<file path="config.mk">
export PLATFORM = sky130hd
export DESIGN_NAME = msrv32_alu_issue
export DESIGN_NICKNAME = d
export VERILOG_FILES = /design/src/rtl/msrv32_pkg.sv /design/src/rtl/msrv32_operand_bypass.sv /design/src/rtl/msrv32_alu_issue.sv
export SDC_FILE = /design/constraint.sdc
export NUM_CORES = 1
export LEC_CHECK = 0
export BUFFER_PORTS_ARGS = -buffer_cell sky130_fd_sc_hd__buf_2
export CORE_MARGIN = 2
export CORE_UTILIZATION = 30
export DETAILED_ROUTE_END_ITERATION = 8
export GPL_ROUTABILITY_DRIVEN = 0
export GPL_TIMING_DRIVEN = 0
export SYNTH_ARGS = -nofsm -noshare
export SYNTH_HDL_FRONTEND = slang
export SYNTH_SLANG_ARGS = --single-unit
export TNS_END_PERCENT = 50
</file>
<file path="constraint.sdc">
create_clock -name clk_in -period 1.9 [get_ports clk_in]
set_input_delay 0.57 -clock clk_in [delete_from_list [all_inputs] [get_ports clk_in]]
set_output_delay 0.57 -clock clk_in [all_outputs]
set_load 0.1 [all_outputs]
</file>
<file path="src/rtl/msrv32_pkg.sv">
// Shared ALU opcode constants and the issue-entry record for the msrv32 ALU issue stage.
package msrv32_pkg;

    localparam int XLEN = 32;

    localparam logic [3:0] ALU_ADD  = 4'b0000;
    localparam logic [3:0] ALU_SUB  = 4'b1000;
    localparam logic [3:0] ALU_SLL  = 4'b0001;
    localparam logic [3:0] ALU_SLT  = 4'b0010;
    localparam logic [3:0] ALU_SLTU = 4'b0011;
    localparam logic [3:0] ALU_XOR  = 4'b0100;
    localparam logic [3:0] ALU_SRL  = 4'b0101;
    localparam logic [3:0] ALU_SRA  = 4'b1101;
    localparam logic [3:0] ALU_OR   = 4'b0110;
    localparam logic [3:0] ALU_AND  = 4'b0111;

    typedef struct packed {
        logic [3:0]      opcode;
        logic [4:0]      rd;
        logic            rd_we;
        logic [4:0]      rs1;
        logic [4:0]      rs2;
        logic            src1_pc;
        logic            src2_imm;
        logic [XLEN-1:0] op_1;
        logic [XLEN-1:0] op_2;
    } issue_entry_t;

endpackage

</file>
<file path="src/rtl/msrv32_operand_bypass.sv">
// Single-operand forwarding select: swaps in the departing producer's ALU result when the
// operand is register-sourced and its rs index matches a non-x0 producer destination.
module msrv32_operand_bypass
    import msrv32_pkg::*;
(
    input  logic [4:0]      rs,
    input  logic            reg_src,
    input  logic [XLEN-1:0] data_in,
    input  logic [4:0]      prod_rd,
    input  logic            prod_we,
    input  logic [XLEN-1:0] result,
    output logic [XLEN-1:0] data_out
);

    logic hit;

    assign hit      = prod_we && reg_src && (prod_rd != 5'd0) && (rs == prod_rd);
    assign data_out = hit ? result : data_in;

endmodule

</file>
<file path="src/rtl/msrv32_alu_issue.sv">
// ALU issue stage: operand select, two-entry registered skid buffer and optional forwarding.
// Forwarding from the departing entry is built only when MSRV32_ISSUE_BYPASS_EN is defined.
module msrv32_alu_issue
    import msrv32_pkg::*;
(
    input  logic            clk_in,
    input  logic            rst_n_in,
    input  logic            in_valid_in,
    output logic            in_ready_out,
    input  logic [3:0]      opcode_in,
    input  logic [4:0]      rs1_in,
    input  logic [4:0]      rs2_in,
    input  logic [4:0]      rd_in,
    input  logic [XLEN-1:0] rs1_data_in,
    input  logic [XLEN-1:0] rs2_data_in,
    input  logic [XLEN-1:0] pc_in,
    input  logic [XLEN-1:0] imm_in,
    input  logic            src1_pc_in,
    input  logic            src2_imm_in,
    input  logic            rd_we_in,
    output logic            out_valid_out,
    input  logic            out_ready_in,
    output logic [XLEN-1:0] op_1_out,
    output logic [XLEN-1:0] op_2_out,
    output logic [3:0]      opcode_out,
    output logic [4:0]      rd_out,
    output logic            rd_we_out,
    input  logic [XLEN-1:0] result_in
);

    localparam logic [1:0] ST_EMPTY = 2'd0;
    localparam logic [1:0] ST_ONE   = 2'd1;
    localparam logic [1:0] ST_FULL  = 2'd2;

    logic [1:0]      state_reg, state_next;
    issue_entry_t    out_reg, skid_reg, in_entry, skid_fwd;
    logic            in_fire, out_fire;
    logic [XLEN-1:0] in_op1_raw, in_op2_raw;
    logic [XLEN-1:0] in_op1, in_op2, skid_op1, skid_op2;
    logic            unused_fields;

    assign out_valid_out = (state_reg != ST_EMPTY);
    assign in_ready_out  = (state_reg != ST_FULL);
    assign in_fire       = in_valid_in & in_ready_out;
    assign out_fire      = out_valid_out & out_ready_in;

    assign in_op1_raw = src1_pc_in  ? pc_in  : rs1_data_in;
    assign in_op2_raw = src2_imm_in ? imm_in : rs2_data_in;

`ifdef MSRV32_ISSUE_BYPASS_EN
    // Slot order: incoming op_1, incoming op_2, skid op_1, skid op_2.
    logic [3:0][4:0]      sel_rs;
    logic [3:0]           sel_reg;
    logic [3:0][XLEN-1:0] sel_in;
    logic [3:0][XLEN-1:0] sel_out;
    logic                 prod_we;

    assign prod_we = out_fire & out_reg.rd_we;
    assign sel_rs  = {skid_reg.rs2, skid_reg.rs1, rs2_in, rs1_in};
    assign sel_reg = {~skid_reg.src2_imm, ~skid_reg.src1_pc, ~src2_imm_in, ~src1_pc_in};
    assign sel_in  = {skid_reg.op_2, skid_reg.op_1, in_op2_raw, in_op1_raw};

    genvar gi;
    generate
        for (gi = 0; gi < 4; gi++) begin : g_byp
            msrv32_operand_bypass u_byp (
                .rs       (sel_rs[gi]),
                .reg_src  (sel_reg[gi]),
                .data_in  (sel_in[gi]),
                .prod_rd  (out_reg.rd),
                .prod_we  (prod_we),
                .result   (result_in),
                .data_out (sel_out[gi])
            );
        end
    endgenerate

    assign in_op1   = sel_out[0];
    assign in_op2   = sel_out[1];
    assign skid_op1 = sel_out[2];
    assign skid_op2 = sel_out[3];
    assign unused_fields = ^{out_reg.rs1, out_reg.rs2, out_reg.src1_pc, out_reg.src2_imm};
`else
    assign in_op1   = in_op1_raw;
    assign in_op2   = in_op2_raw;
    assign skid_op1 = skid_reg.op_1;
    assign skid_op2 = skid_reg.op_2;
    assign unused_fields = ^{out_reg.rs1, out_reg.rs2, out_reg.src1_pc, out_reg.src2_imm,
                             skid_reg.rs1, skid_reg.rs2, skid_reg.src1_pc, skid_reg.src2_imm,
                             result_in};
`endif

    always_comb begin
        in_entry          = '0;
        in_entry.opcode   = opcode_in;
        in_entry.rd       = rd_in;
        in_entry.rd_we    = rd_we_in;
        in_entry.rs1      = rs1_in;
        in_entry.rs2      = rs2_in;
        in_entry.src1_pc  = src1_pc_in;
        in_entry.src2_imm = src2_imm_in;
        in_entry.op_1     = in_op1;
        in_entry.op_2     = in_op2;

        skid_fwd      = skid_reg;
        skid_fwd.op_1 = skid_op1;
        skid_fwd.op_2 = skid_op2;
    end

    always_comb begin
        state_next = state_reg;
        case (state_reg)
            ST_EMPTY: if (in_fire) state_next = ST_ONE;
            ST_ONE: begin
                if (in_fire && !out_fire)      state_next = ST_FULL;
                else if (!in_fire && out_fire) state_next = ST_EMPTY;
            end
            ST_FULL:  if (out_fire) state_next = ST_ONE;
            default:  state_next = ST_EMPTY;
        endcase
    end

    always_ff @(posedge clk_in or negedge rst_n_in) begin
        if (!rst_n_in) begin
            state_reg <= ST_EMPTY;
            out_reg   <= '0;
            skid_reg  <= '0;
        end else begin
            state_reg <= state_next;
            case (state_reg)
                ST_EMPTY: if (in_fire) out_reg <= in_entry;
                ST_ONE: begin
                    if (in_fire && out_fire) out_reg  <= in_entry;
                    else if (in_fire)        skid_reg <= in_entry;
                end
                ST_FULL:  if (out_fire) out_reg <= skid_fwd;
                default: ;
            endcase
        end
    end

    assign op_1_out   = out_reg.op_1;
    assign op_2_out   = out_reg.op_2;
    assign opcode_out = out_reg.opcode;
    assign rd_out     = out_reg.rd;
    assign rd_we_out  = out_reg.rd_we;

endmodule

</file>
==> flow_summary.json <==
{
  "result_of_the_run": "finished, violations left",
  "failed_checks": "setup timing",
  "clk_pin_slew_ns": 0.06,
  "vias": 5623,
  "comb_power_share": 0.480,
  "layout_skew_ns": 0.00796,
  "fillCellCount": 2498,
  "area_growth_syn_to_layout_pct": 30.1,
  "cell_with_the_most_instances_on_the_worst_path": "sky130_fd_sc_hd__buf_12",
  "gate_count_post_synth": 632,
  "hold_path_class": "primary input to asynchronous set/reset pin",
  "drtAntennaViolNets": 0,
  "worst_pin_slew_ns": 0.582,
  "synth.cells.most_frequent": "sky130_fd_sc_hd__dfrtp_1, sky130_fd_sc_hd__a21oi_1, sky130_fd_sc_hd__mux2_4, sky130_fd_sc_hd__mux2i_1",
  "critical_path.startpoint_type": "flop",
  "number_of_antenna_violations_at_the_first_check_in_global_routing": 2,
  "finish.utilization": 0.394,
  "number_of_buffers_between_clock_root_and_the_deepest_sink": 2,
  "post-synth-top-area-cell": "sky130_fd_sc_hd__dfrtp_1",
  "synth.yosys.seq_area_share": 0.496,
  "crit_path_max_fanout": 4,
  "detailed_place.area_um2": 9100,
  "p_total_uw": 16800,
  "top_signal_layer_used": "met5",
  "path_cells": "buf_6, buf_12, or2_4, buf_12",
  "die_area_um2": 26500,
  "slew_headroom": 0.612,
  "numClockSinks": 150,
  "placement_rows": 58,
  "most_frequent_cell_after_synthesis": "sky130_fd_sc_hd__dfrtp_1",
  "fp.coreArea_um2": 25000,
  "worst_skew_pair.late_latency_ns": 0.42,
  "finalMaxSlewViolations": 0,
  "finalWorstPathRequiredPeriod_ns": 2.02,
  "timing.setup.critical_path_class": "flop to output port",
  "placement.setup.worst_slack_ns": -0.275,
  "synth.area.top_cells": "sky130_fd_sc_hd__dfrtp_1, sky130_fd_sc_hd__mux2_4, sky130_fd_sc_hd__a21oi_1",
  "via_per_inst": 4.62,
  "number_of_cts_inserted_buffers": 17,
  "die_height_um": 163,
  "grt_max_degree": 83,
  "ys_ff_latch": 150,
  "rsz0062_at_grt": "true",
  "synth_edf_count": 0,
  "fin_crit_sh": 1.06,
  "power.density_nw_per_um2": 1710,
  "netlist-cell-type-count": 22,
  "post_synth_design_cell_area_um2": 7570,
  "starting_density": 0.303,
  "total_met3_wirelength_after_detailed_routing_um": 909,
  "p_switching_uw": 8010,
  "tritoncts": "yes",
  "placed_cells_incl_taps": 1180,
  "yosysWarnings": 0,
  "route.detailed.wl_per_inst_um": 16.7,
  "drt-pass1-iter-count": 4,
  "htreeDepth": 4,
  "drt_drc_violations_left": 0,
  "critPathArrivalTime_ns": 1.45,
  "grt_first_pass_wirelength_um": 31900,
  "port-buffer-count": 217,
  "post_route_cells_drive_above_1_share": 0.450,
  "worst_setup_path_end_kind": "output port",
  "dp_hpwl_um": 14500,
  "dieWidth_um": 163,
  "synth_fp_nets": 818,
  "average_instance_area_after_synthesis_um2": 12.0,
  "p_sw_frac": 0.476,
  "post_cts_hold_buffer_count": 0,
  "met1_length_um": 9790,
  "cellLeakagePower_uw": 0.00462,
  "ys_async_sr_fraction": 1.00,
  "cts_root_buf": "sky130_fd_sc_hd__clkbuf_16",
  "max-vdd-ir-drop_v": 0.000985,
  "fmaxAchievable_mhz": 495,
  "number_of_global_route_vias_before_repair": 5761,
  "cell_area_after_layout_um2": 9840,
  "critPathRequiredTime_ns": 1.33,
  "finalWirelength_um": 20300,
  "share_clk_of_total_power": 0.219,
  "groute.usage.overall": 0.159,
  "final_critical_path_setup_slack_ns": -0.122,
  "final-setup-viol-count": 2,
  "cpMaxStageDelayCell": "sky130_fd_sc_hd__dfrtp_1",
  "finalNonFillerCells": 1217,
  "internal_power_uw": 8810,
  "num_io_pins": 262,
  "amount_of_wire_on_met2_after_detailed_routing_um": 9310,
  "power.share.sequential": 0.301,
  "design.final.nets": 1059,
  "maxCapViolCount": 0,
  "drt-initial-drc-count": 302,
  "synth_largest_type_area_fraction": 0.496,
  "primary_flip_flop_cell_chosen_by_synthesis_mapping": "sky130_fd_sc_hd__dfrtp_1",
  "cp_slowest_stage_delay_ns": 0.37,
  "finalHoldViolCount": 0,
  "grt_overflow_total": 0
}
layout by cell type, fill, tap and decap left out, drive strengths merged:
| cell type | n |
|---|---|
| a21oi | 130 |
| and4bb | 1 |
| buf | 271 |
| bufinv | 4 |
| clkbuf | 27 |
| clkinv | 5 |
| clkinvlp | 1 |
| dfrtp | 150 |
| diode | 1 |
| inv | 1 |
| mux2 | 94 |
| mux2i | 65 |
| nand2 | 1 |
| nand2b | 2 |
| nand3b | 1 |
| nor2 | 64 |
| nor2b | 2 |
| nor3b | 64 |
| o21ai | 1 |
| o22ai | 1 |
| or2 | 1 |
power groups by stage:
stage          registers (uW)  clock network (uW)  logic [uW]
3_5_place_dp             5120                   0        8040
3_3_place_gp             5080                   0        7960
6_report                 5070                3680        8070
5_1_grt                  5240                3910        8470
4_1_cts                  5070                3760        8160
2_1_floorplan            9280                   0        2350
cells by family (layout without fill, tap and decap cells):
group | count (synthesis) | count (layout) | synth area share
AND/OR/NAND/NOR | 136 | 136 | 0.105
AO/OA/AOI/OAI | 132 | 132 | 0.0880
flip-flops | 150 | 150 | 0.496
multiplexers | 159 | 159 | 0.260
other | 0 | 1 | 0
buffers and inverters | 55 | 309 | 0.0518
final timing paths:
check,start,cells after the start,slack (ns),endpoint
worst max-delay path,state_reg[0]$_DFFE_PN0P_,4,-0.12,out_valid_out
worst min-delay path,rst_n_in,1,0.09,op_2_out[20]$_DFFE_PN0P_
worst max register to register,state_reg[0]$_DFFE_PN0P_,7,0.12,op_1_out[21]$_DFFE_PN0P_
worst min register to register,op_2_out[14]$_DFFE_PN0P_,1,0.50,op_2_out[14]$_DFFE_PN0P_
max in group asynchronous,rst_n_in,2,0.98,skid_op1[13]$_DFFE_PN0P_
min in group clk_in,rd_in[3],2,0.40,skid_fwd[80]$_DFFE_PN0P_
per-stage QoR:
stage          setup TNS, ns  hold slack [ns]
4_1_cts               -0.391            0.114
2_1_floorplan              0            0.274
3_3_place_gp         -321.06            0.487
5_1_grt               -0.355            0.109
6_report              -0.231           0.0912
3_5_place_dp           -1.98            0.487
cell type report:
| type | count | area (um^2) | share of cell area |
|---|---|---|---|
| Clock buffer | 21 | 460 | 0.0468 |
| Buffer | 53 | 417 | 0.0423 |
| Timing Repair Buffer | 224 | 1200 | 0.122 |
| Multi-Input combinational cell | 427 | 3420 | 0.348 |
| Clock inverter | 11 | 173 | 0.0175 |
| Antenna cell | 1 | 2.50 | 0.000254 |
| Sequential cell | 150 | 3750 | 0.381 |
| Tap cell | 330 | 413 | 0.0420 |
critical path, delay by kind of cell (launching register included):
family,cells,cell delay (ns)
buffers and inverters,3,0.41
flip-flops,1,0.37
AND/OR/NAND/NOR,1,0.25
layer usage:
| metal | track usage | vias up |
|---|---|---|
| met5 | 0 | - |
| met4 | 0.0519 | 2 |
| met3 | 0.0331 | 20 |
| met2 | 0.249 | 154 |
| met1 | 0.218 | 2727 |
| li1 | - | 2720 |
timing repair:
item                       CTS  global route
gates resized for setup     21             1
buffers inserted             4             2
hold endpoints to repair     0             0
pin swaps                    0             1
setup endpoints to repair    2             2
gates cloned                 0             0
Note: power is estimated with default switching activity, not from simulation.
